===== config.mk =====
export PLATFORM = sky130hd
export DESIGN_NAME = spectrum_frame_ctrl
export DESIGN_NICKNAME = d
export VERILOG_FILES = /design/src/rtl/spectrum_frame_ctrl.sv
export SDC_FILE = /design/constraint.sdc
export NUM_CORES = 1
export LEC_CHECK = 0
export CAP_MARGIN = 20
export CORE_MARGIN = 2
export CORE_UTILIZATION = 40
export DETAILED_ROUTE_END_ITERATION = 8
export GPL_TIMING_DRIVEN = 1
export MAX_ROUTING_LAYER = met4
export PLACE_DENSITY = 0.71
export SLEW_MARGIN = 5
export SYNTH_ARGS = -nofsm -noshare
export SYNTH_HDL_FRONTEND = slang
export SYNTH_SLANG_ARGS = --single-unit
export TNS_END_PERCENT = 100

===== constraint.sdc =====
create_clock -name Clk -period 2.2 [get_ports Clk]
set_input_delay 0.22 -clock Clk [delete_from_list [all_inputs] [get_ports Clk]]
set_output_delay 0.22 -clock Clk [all_outputs]
set_load 0.02 [all_outputs]

===== src/rtl/spectrum_frame_ctrl.sv =====
// spectrum_frame_ctrl: frame sequencer for the spectrum analyzer datapath.
// Captures 2**N_LOG2 ADC samples and launches the FFT. When the FFT is done it
// streams the lower half of the spectrum to the display over valid/ready.
// Optional build macro: SA_AUTO_RESTART_EN
//   defined   -> after the last bin the FSM re-enters CAPTURE (continuous run)
//   undefined -> single-shot, returns to IDLE after each frame
module spectrum_frame_ctrl #(
   parameter int N_LOG2  = 8,
   parameter int TIMEOUT = 4096
) (
   input  logic              Clk,
   input  logic              reset,
   input  logic              start,
   input  logic              abort,
   input  logic              sample_valid,
   output logic              cap_we,
   output logic [N_LOG2-1:0] cap_addr,
   output logic              fft_start,
   input  logic              fft_done,
   output logic [N_LOG2-2:0] rd_addr,
   output logic              rd_valid,
   input  logic              rd_ready,
   output logic              busy,
   output logic              frame_done,
   output logic              fft_err,
   output logic [1:0]        state
);

   localparam int TW = (TIMEOUT > 1) ? $clog2(TIMEOUT) : 1;
   localparam logic [N_LOG2-1:0] CAP_LAST = '1;
   localparam logic [N_LOG2-2:0] RD_LAST  = '1;
   localparam logic [TW-1:0]     TMO_LAST = TW'(TIMEOUT - 1);

   typedef enum logic [1:0] {
      S_IDLE    = 2'd0,
      S_CAPTURE = 2'd1,
      S_COMPUTE = 2'd2,
      S_OUTPUT  = 2'd3
   } state_t;

   state_t              r_state;
   logic [N_LOG2-1:0]   r_cap_addr;
   logic [N_LOG2-2:0]   r_rd_addr;
   logic [TW-1:0]       r_tmo;
   logic                r_fft_start;
   logic                r_frame_done;
   logic                r_fft_err;

   state_t              w_state_nxt;
   logic [N_LOG2-1:0]   w_cap_addr_nxt;
   logic [N_LOG2-2:0]   w_rd_addr_nxt;
   logic [TW-1:0]       w_tmo_nxt;
   logic                w_fft_start_nxt;
   logic                w_frame_done_nxt;
   logic                w_fft_err_nxt;
   logic                w_cap_we;
   logic                w_rd_valid;

   // State register.
   always_ff @(posedge Clk or negedge reset) begin
      if (!reset) r_state <= S_IDLE;
      else        r_state <= w_state_nxt;
   end

   // Next-state logic plus next values for counters and registered pulses.
   // r_fft_start doubles as the "first COMPUTE cycle" marker, in which a
   // stale fft_done from a previous run must be ignored.
   always_comb begin
      w_state_nxt      = r_state;
      w_cap_addr_nxt   = r_cap_addr;
      w_rd_addr_nxt    = r_rd_addr;
      w_tmo_nxt        = '0;
      w_fft_start_nxt  = 1'b0;
      w_frame_done_nxt = 1'b0;
      w_fft_err_nxt    = r_fft_err;
      w_cap_we         = 1'b0;
      w_rd_valid       = 1'b0;
      case (r_state)
         S_IDLE: begin
            w_cap_addr_nxt = '0;
            w_rd_addr_nxt  = '0;
            if (start && !abort) begin
               w_state_nxt   = S_CAPTURE;
               w_fft_err_nxt = 1'b0;
            end
         end
         S_CAPTURE: begin
            w_cap_we = sample_valid;
            if (abort) begin
               w_state_nxt    = S_IDLE;
               w_cap_addr_nxt = '0;
            end else if (sample_valid) begin
               w_cap_addr_nxt = r_cap_addr + 1'b1;
               if (r_cap_addr == CAP_LAST) begin
                  w_state_nxt     = S_COMPUTE;
                  w_fft_start_nxt = 1'b1;
               end
            end
         end
         S_COMPUTE: begin
            if (abort) begin
               w_state_nxt = S_IDLE;
            end else if (fft_done && !r_fft_start) begin
               w_state_nxt   = S_OUTPUT;
               w_rd_addr_nxt = '0;
            end else if (r_tmo == TMO_LAST) begin
               w_state_nxt   = S_IDLE;
               w_fft_err_nxt = 1'b1;
            end else begin
               w_tmo_nxt = r_tmo + 1'b1;
            end
         end
         S_OUTPUT: begin
            w_rd_valid = 1'b1;
            if (abort) begin
               w_state_nxt   = S_IDLE;
               w_rd_addr_nxt = '0;
            end else if (rd_ready) begin
               w_rd_addr_nxt = r_rd_addr + 1'b1;
               if (r_rd_addr == RD_LAST) begin
                  w_frame_done_nxt = 1'b1;
                  w_cap_addr_nxt   = '0;
`ifdef SA_AUTO_RESTART_EN
                  w_state_nxt      = S_CAPTURE;
`else
                  w_state_nxt      = S_IDLE;
`endif
               end
            end
         end
         default: w_state_nxt = S_IDLE;
      endcase
   end

   // Address counters, timeout counter, registered pulses and sticky error.
   always_ff @(posedge Clk or negedge reset) begin
      if (!reset) begin
         r_cap_addr   <= '0;
         r_rd_addr    <= '0;
         r_tmo        <= '0;
         r_fft_start  <= 1'b0;
         r_frame_done <= 1'b0;
         r_fft_err    <= 1'b0;
      end else begin
         r_cap_addr   <= w_cap_addr_nxt;
         r_rd_addr    <= w_rd_addr_nxt;
         r_tmo        <= w_tmo_nxt;
         r_fft_start  <= w_fft_start_nxt;
         r_frame_done <= w_frame_done_nxt;
         r_fft_err    <= w_fft_err_nxt;
      end
   end

   assign cap_we     = w_cap_we;
   assign cap_addr   = r_cap_addr;
   assign fft_start  = r_fft_start;
   assign rd_addr    = r_rd_addr;
   assign rd_valid   = w_rd_valid;
   assign busy       = (r_state != S_IDLE);
   assign frame_done = r_frame_done;
   assign fft_err    = r_fft_err;
   assign state      = r_state;

endmodule


### Yosys cells after proc, flatten, opt, wreduce, memory -nomap -nowiden

Cells that the tools add are included.

* mux-type cells: 41
* add/sub/neg operators: 3
* equal/unequal tests: 19
* reduce and logical (&&, ||, !) cells: 13

Operator list (number)
* $mux 12: 4
* $mux 8: 5
* $mux 7: 4
* $pmux 8 s3: 1
* $pmux 7 s3: 1
* $mux 2: 10
* $ne 2x2->1 const B: 8
* $mux 1: 14
* $add 12x1->12 const B: 1
* $eq 12x12->1 const B: 1
* $ne 3x3->1 const B: 4
* $reduce_and 5->1: 2
* $add 8x1->8 const B: 1
* $eq 8x8->1 const B: 1
* $pmux 2 s4: 1
* $add 7x1->7 const B: 1
* $eq 7x7->1 const B: 1
* $reduce_and 6->1: 1
* $reduce_bool 3->1: 2
* $eq 2x2->1 const B: 2
* $ne 4x4->1 const B: 1
* $reduce_and 4->1: 1
* $reduce_bool 2->1: 2
* $eq 2x1->1 const B: 1
* other kinds (4): 6

* output and inout port bits: 23
* bits in registers: 32
* input port bits: 7
* word-level logic and storage cells: 83

### Longest topological paths before layout

Gate-level depths: netlist (run 1).

* depth in word-level cells: 5
* depth in mapped cells: 7
* depth with buffers taken out: 7

### Worst setup path after synthesis (run 1)

No wires, ideal clock.

* path type: register to register
* start point: register r_state[0] (netlist: state[0])
* end point: register r_rd_addr[4] (netlist: rd_addr[4])
* path buffers: 0
* period minus slack after synthesis: 1905 ps
* library setup time: 135 ps
* path slack: 295 ps
* stages on the path, launching flop included: 8
* required time: 2065 ps
* arrival: 1770 ps
* path through: dfrtp_1 inv_1 ha_1 and4bb_2 o211ai_1 nor2_1 o21ai_0 o31ai_1

* word-level cells in the longest chain between the ends: 3
* elaborated cells on any way between the ends: 9
* those cells by class: 5 x eq/ne; 1 x mux; 3 x reduce/logical

Ends and longest elaborated chain
* start: declaration: line 41 `state_t r_state;`
* start signal: assignment: line 62 `else r_state <= w_state_nxt;`
* $eq 2x2->1 / $logic_not 2->1 (equally long branches): line 78 `case (r_state)`
* $ne 3x3->1 (no source line), or another cell as far along
* $reduce_and 4->1 (no source line)
* end signal: assignment: line 146 `r_rd_addr <= w_rd_addr_nxt;`
* end: declaration: line 43 `logic [N_LOG2-2:0] r_rd_addr;`

Several ways; a longest one is shown, not always the timed one.
A chain may end at the register's enable or synchronous reset.

### Worst setup path in the final report (run 1)

* start point: register r_tmo[0]
* end point: register r_state[1] (netlist: state[1])

* word-level cells in the longest chain between the ends: 3

Ends and longest elaborated chain
* start: declaration: line 44 `logic [TW-1:0] r_tmo;`
* start signal: assignment: line 147 `r_tmo <= w_tmo_nxt;`
* $eq 12x12->1: line 106 `end else if (r_tmo == TMO_LAST) begin`
* $ne 4x4->1 (no source line)
* $reduce_and 6->1 (no source line)

No other way between the ends.

==> impl_metrics.yaml, run 1 <==
logic_synthesis:
  avgSynthCellArea_um2: 9.36
  synth.cell_area_um2: 1730
  yosys.cell_types.count: 35
  synth_edf_count: 0
  syn_inst: 185
  yosysSeqAreaShare: 0.462
  ys_ff_latch: 32
  synth_nets: 200
  synth_ff_type: "dfrtp_1"
  synth_top_area_frac: 0.462
  async_flop_share: 1.00
  synth_top_area_cell: "dfrtp_1"
  synth_area_leaders: "dfrtp_1, nor2_1, ha_1"
  yosys_warnings: 0
global_routing:
  overflow: 0
  use_met2: 0.244
  antenna_found_initial: 0
  grt_use_met3: 0.0480
  grt_usage: 0.169
  gr-usage-met1: 0.229
  grt_pass1_wl_um: 6390
  grt_max_degree: 33
  busiest_layer: "met2"
  first_global_vias: 1404
floorplanning:
  die_y_um: 69.8
  die_area_um2: 4870
  io_pins: 30
  num_rows: 23
  core_area_um2: 4090
  start_util: 0.424
  die_w_um: 69.8
drt:
  routed_wl_um: 3700
  ant_nets: 0
  viasPerCell: 5.25
  dr.pass1.iters: 4
  post_drt_wl_per_cell_um: 13.5
  drt_iter0_drc: 112
  route.detailed.drc: 0
  routed-via-count: 1438
status:
  outcome: "finished clean"
clock_tree:
  cts.path.max_buffers: 2
  cts-buffers-inserted: 5
  cts_num_sinks: 32
  clock_latency_ns: 0.29
  clk_pin_slew_worst_paths_ns: 0.07
  htree_levels: 2
  root_buffer: "clkbuf_8"
  cts_setup_buffers: 0
  cts_hold_buf: 0
  cts_tree: "yes"
cells_and_area:
  nNetsFinal: 238
  drive_above_1_share: 0.0938
  syn2layout_area_growth_pct: 28.5
  utilization: 0.544
  n_antenna_cell: 0
sta:
  period_share: 0.905
  skew_ns: 0.00481
  maxSlewViolCount: 0
  relSlewSlack: 0.709
  max_freq_mhz: 502
  setup_viol: 0
  setup_tns_ns: 0
  worst_pin_slew_ns: 0.436
  min_period_ns: 1.99
  rsz0062_at_grt: "false"
  finalHoldViolCount: 0
worst_setup_path:
  critPathBufInv: 0
  max_stage_delay_ns: 0.39
  cp_max_fo: 4
  startpoint_type: "flop"
  crit_family: "simple AND/OR/NAND/NOR gates"
  worst_setup_path_end_kind: "flop"
  cp.required_ns: 2.38
  criticalPathCategory: "flop to flop"
  path_cells: "ha_1 -> nand3_1 -> nor3_1 -> nor2_1 -> a211oi_2 -> mux2_2"
  cp_slowest_cell: "dfrtp_1"
  cp.arrival_ns: 2.17
pwr:
  power_per_cell_area_nw_per_um2: 824
  ir_worst_vdd_uv: 580
  total_power_w: 0.00183
  p_leak_nw: 0.913
run:
  maxCapViolCount: 0
placement:
  hpwlAfterDp_um: 2670
  portBuffers: 29
  gp_congestion: 0.838
min_path:
  hold_path.class: "input port to async pin"
==> where the power goes <==
part           total [W]  switching, W  internal, W
Clock           0.000570      0.000235     0.000335
Combinational   0.000611      0.000364     0.000247
Sequential      0.000653     0.0000359     0.000617
==> through the flow <==
step	setup slack, ns	cells	instance area, µm²	hold slack [ns]
floorplan	0.295	185	1730	-0.0756
global placement	0.239	266	2110	0.473
detailed placement	0.177	266	2110	0.483
CTS	0.197	274	2220	0.327
global route	0.0911	274	2220	0.365
finish	0.209	274	2220	0.323
==> synthesized netlist by cell type (2+ instances only) <==
library cell	instances
nand4_1	8
o21ai_0	17
mux2i_1	2
nand2_1	10
a31oi_1	3
nor2_1	34
a21oi_1	4
dfrtp_1	32
nand3_1	9
o31ai_1	6
nor2b_1	3
clkbuf_1	2
inv_1	8
nor3_1	3
xor2_1	4
and2_1	2
and3_1	4
ha_1	8
nand2b_1	4
xnor2_1	7
==> kinds of logic (layout without fill, tap and decap cells) <==
family	after synthesis	after routing	synth area share
AND/OR/NAND/NOR	82	82	0.230
multiplexers	3	3	0.0181
adder cells (fa/ha/maj)	8	8	0.0578
flip-flops	32	32	0.462
buffers and inverters	11	50	0.0246
XOR/XNOR	11	11	0.0556
AO/OA/AOI/OAI	38	38	0.152
==> layout make-up <==
type	instances	area [µm²]
Clock buffer	5	68.8
Timing Repair Buffer	34	328
Inverter	8	30.0
Sequential cell	32	801
Multi-Input combinational cell	142	892
Tap cell	50	62.6
Clock inverter	3	42.5
Fill cell	390	1860
==> cells in the final DEF (no fill, tap or decap), types with 2 or more instances in the layout <==
cell type	Yosys	final
nor3_1	3	3
a31oi_1	3	3
dfrtp_1	32	32
xor2_1	4	4
o31ai_1	6	6
nand3_1	9	9
nand4_1	8	8
nand2_1	10	10
ha_1	8	8
buf_4	0	5
clkbuf_8	0	5
and2_1	2	2
xnor2_1	7	7
nand2b_1	4	4
nor2b_1	3	3
clkdlybuf4s50_1	0	29
mux2i_1	2	2
inv_1	8	8
a21oi_1	4	4
and3_1	4	4
o21ai_0	17	17
nor2_1	34	34
==> worst register-to-register path, delay by kind of cell, from the launching register on <==
| kind | cells | cell delay [ns] |
|---|---|---|
| flip-flops | 1 | 0.39 |
| AO/OA/AOI/OAI | 1 | 0.25 |
| multiplexers | 1 | 0.37 |
| adder cells (fa/ha/maj) | 1 | 0.20 |
| AND/OR/NAND/NOR | 3 | 0.66 |
==> sequential cells by signal (all words and copies together), names as in the netlist <==
register and cells:
cap_addr 8, fft_err 1, fft_start 1, frame_done 1
r_tmo 12, rd_addr 7, state 2
==> routing by layer <==
layer,routed length (µm),up-vias
met5,0,-
met4,48,0
met3,152,5
met2,1690,25
met1,1810,681
li1,-,727
==> path summary, 6_finish.rpt <==
kind,startpoint,slack [ns],cells past startpoint,end
max in group asynchronous,reset,1.58,2,frame_done$_DFF_PN0_
min,reset,0.32,2,rd_addr[0]$_DFFE_PN0P_
min reg2reg,r_tmo[0]$_DFF_PN0_,0.49,1,r_tmo[0]$_DFF_PN0_
min in group Clk,r_tmo[0]$_DFF_PN0_,0.49,1,r_tmo[0]$_DFF_PN0_
max reg2reg,r_tmo[0]$_DFF_PN0_,0.21,6,state[1]$_DFFE_PN0P_
max,r_tmo[0]$_DFF_PN0_,0.21,6,state[1]$_DFFE_PN0P_
==> what timing repair did <==
action / CTS / global route
resized for setup: 0 / 1
hold endpoints to repair: 0 / 0
setup endpoints to repair: 0 / 2
Note: power is estimated with default switching activity, not from simulation.
==> run 2: changes to the inputs <==
--- a/config.mk
+++ b/config.mk
@@ -6,6 +6,7 @@
 export NUM_CORES = 1
 export LEC_CHECK = 0
 export CAP_MARGIN = 20
+export CORE_ASPECT_RATIO = 1.5
 export CORE_MARGIN = 2
 export CORE_UTILIZATION = 40
 export DETAILED_ROUTE_END_ITERATION = 8
==> run 2 against run 1 <==
Worst hold slack better by 0.0042 ns. Routed wire length is 2.1% higher. Clock power is 19% lower. Sequential power hardly changed. Clock skew is 0.0056 ns higher. Cell count is 1.5% lower. Largest power group unchanged. Maximum frequency is 1.9% higher.
==> impl_metrics.yaml, run 2 (synthesis gave the netlist of run 1 again) <==
status:
  outcome: "finished clean"
drt:
  drt_iter0_drc: 41
  routed-via-count: 1465
  ant_nets: 0
  dr.pass1.iters: 4
  post_drt_wl_per_cell_um: 14.0
  routed_wl_um: 3770
  route.detailed.drc: 0
  viasPerCell: 5.43
cells_and_area:
  nNetsFinal: 238
  n_antenna_cell: 0
  stdcell_area_um2: 2190
  regMostFlops: "r_tmo"
  largest_reg_flops: 12
  mostFrequentLayoutCells: "nor2_1, dfrtp_1, clkdlybuf4s50_1, o21ai_0, nand2_1"
  syn2layout_area_growth_pct: 26.7
  drive_above_1_share: 0.0804
  fillers: 394
  layout_commonest_cell: "nor2_1"
clock_tree:
  clock_latency_ns: 0.28
  cts.path.max_buffers: 2
  cts_setup_buffers: 0
  cts-buffers-inserted: 5
  post_cts_resized: 0
  cts_tree: "yes"
  cts_num_sinks: 32
  root_buffer: "clkbuf_8"
  htree_levels: 2
  clk_pin_slew_worst_paths_ns: 0.07
  cts_hold_buf: 0
floorplanning:
  core_area_um2: 4210
  die_y_um: 84.6
  num_rows: 29
  die_w_um: 57.7
  die_area_um2: 4880
  start_util: 0.411
  io_pins: 30
worst_setup_path:
  criticalPathCategory: "flop to flop"
  startpoint_type: "flop"
  cp.arrival_ns: 2.11
  worst_setup_path_end_kind: "flop"
  cp_slowest_cell: "dfrtp_1"
  path_cells: "ha_1 -> nand3_1 -> nor3_1 -> nor2_1 -> a211oi_2 -> mux2_2"
  max_stage_delay_ns: 0.40
  cp.required_ns: 2.36
  cp_max_fo: 4
global_routing:
  grt_pass1_wl_um: 6670
  first_global_vias: 1494
  antenna_found_initial: 0
  grt_max_degree: 33
  grt_usage: 0.182
  overflow: 0
sta:
  relSlewSlack: 0.619
  whs_ns: 0.328
  period_share: 0.888
  skew_ns: 0.0104
  rsz0062_at_grt: "false"
  setup_tns_ns: 0
  worst_pin_slew_ns: 0.567
  maxSlewViolCount: 0
  setup_slack_ns: 0.247
  setup_viol: 0
  max_freq_mhz: 512
  min_period_ns: 1.95
  finalHoldViolCount: 0
min_path:
  hold_path.class: "input port to async pin"
pwr:
  p_leak_nw: 0.904
  total_power_w: 0.00174
  ir_worst_vdd_uv: 592
  power_per_cell_area_nw_per_um2: 794
placement:
  placed_area_um2: 2100
  dpl_worst_slack_ns: 0.185
  portBuffers: 29
  gp_congestion: 0.972
  hpwlAfterDp_um: 2760
run:
  maxCapViolCount: 0
## run 2: power by group
| group | switching, W | internal [W] |
|---|---|---|
| clock network | 0.000208 | 0.000255 |
| registers | 0.0000365 | 0.000618 |
| logic | 0.000371 | 0.000254 |
## run 2: path summary, 6_finish.rpt
kind / start / end / slack (ns) / depth (start not counted)
worst max-delay path: r_tmo[0]$_DFF_PN0_ / state[1]$_DFFE_PN0P_ / 0.25 / 6
worst max register to register: r_tmo[0]$_DFF_PN0_ / state[1]$_DFFE_PN0P_ / 0.25 / 6
max in group asynchronous: reset / r_tmo[5]$_DFF_PN0_ / 1.56 / 2
min in group Clk: rd_addr[6]$_DFFE_PN0P_ / rd_addr[6]$_DFFE_PN0P_ / 0.51 / 1
worst min-delay path: reset / fft_start$_DFF_PN0_ / 0.33 / 2
worst min register to register: rd_addr[6]$_DFFE_PN0P_ / rd_addr[6]$_DFFE_PN0P_ / 0.51 / 1
## run 2: metrics by stage
step,util,std cells
5_1_grt,0.521,270
3_5_place_dp,0.500,262
4_1_cts,0.521,270
2_1_floorplan,-,185
6_report,0.521,270
3_3_place_gp,0.500,262
## run 2: final cells by class
cell class,count,area [µm²],share of cell area
Clock buffer,8,90.1,0.0410
Inverter,8,30.0,0.0137
Multi-Input combinational cell,142,888,0.405
Sequential cell,32,801,0.365
Tap cell,46,57.6,0.0262
Timing Repair Buffer,34,328,0.149
## run 2: per-layer routing
layer,share of wire,routed length (µm),up-vias,GRT usage
met4,0.025,95,0,0.0888
li1,-,-,726,-
met2,0.48,1800,30,0.275
met1,0.46,1730,702,0.229
met5,0,0,-,-
met3,0.039,146,7,0.0370
## run 2: worst max-delay path, delay by kind of cell, from the launching register on
kind,cells,cell delay (ns)
AND/OR/NAND/NOR,3,0.62
flip-flops,1,0.40
multiplexers,1,0.37
AO/OA/AOI/OAI,1,0.23
adder cells (fa/ha/maj),1,0.20
==> run 3: changes to the inputs <==
--- a/config.mk
+++ b/config.mk
@@ -5,7 +5,7 @@
 export SDC_FILE = /design/constraint.sdc
 export NUM_CORES = 1
 export LEC_CHECK = 0
-export CAP_MARGIN = 20
+export CAP_MARGIN = 30
 export CORE_ASPECT_RATIO = 1.5
 export CORE_MARGIN = 2
 export CORE_UTILIZATION = 40
==> results of run 3 <==
Same layout as run 2: the final DEF is identical, and so are final timing and power.
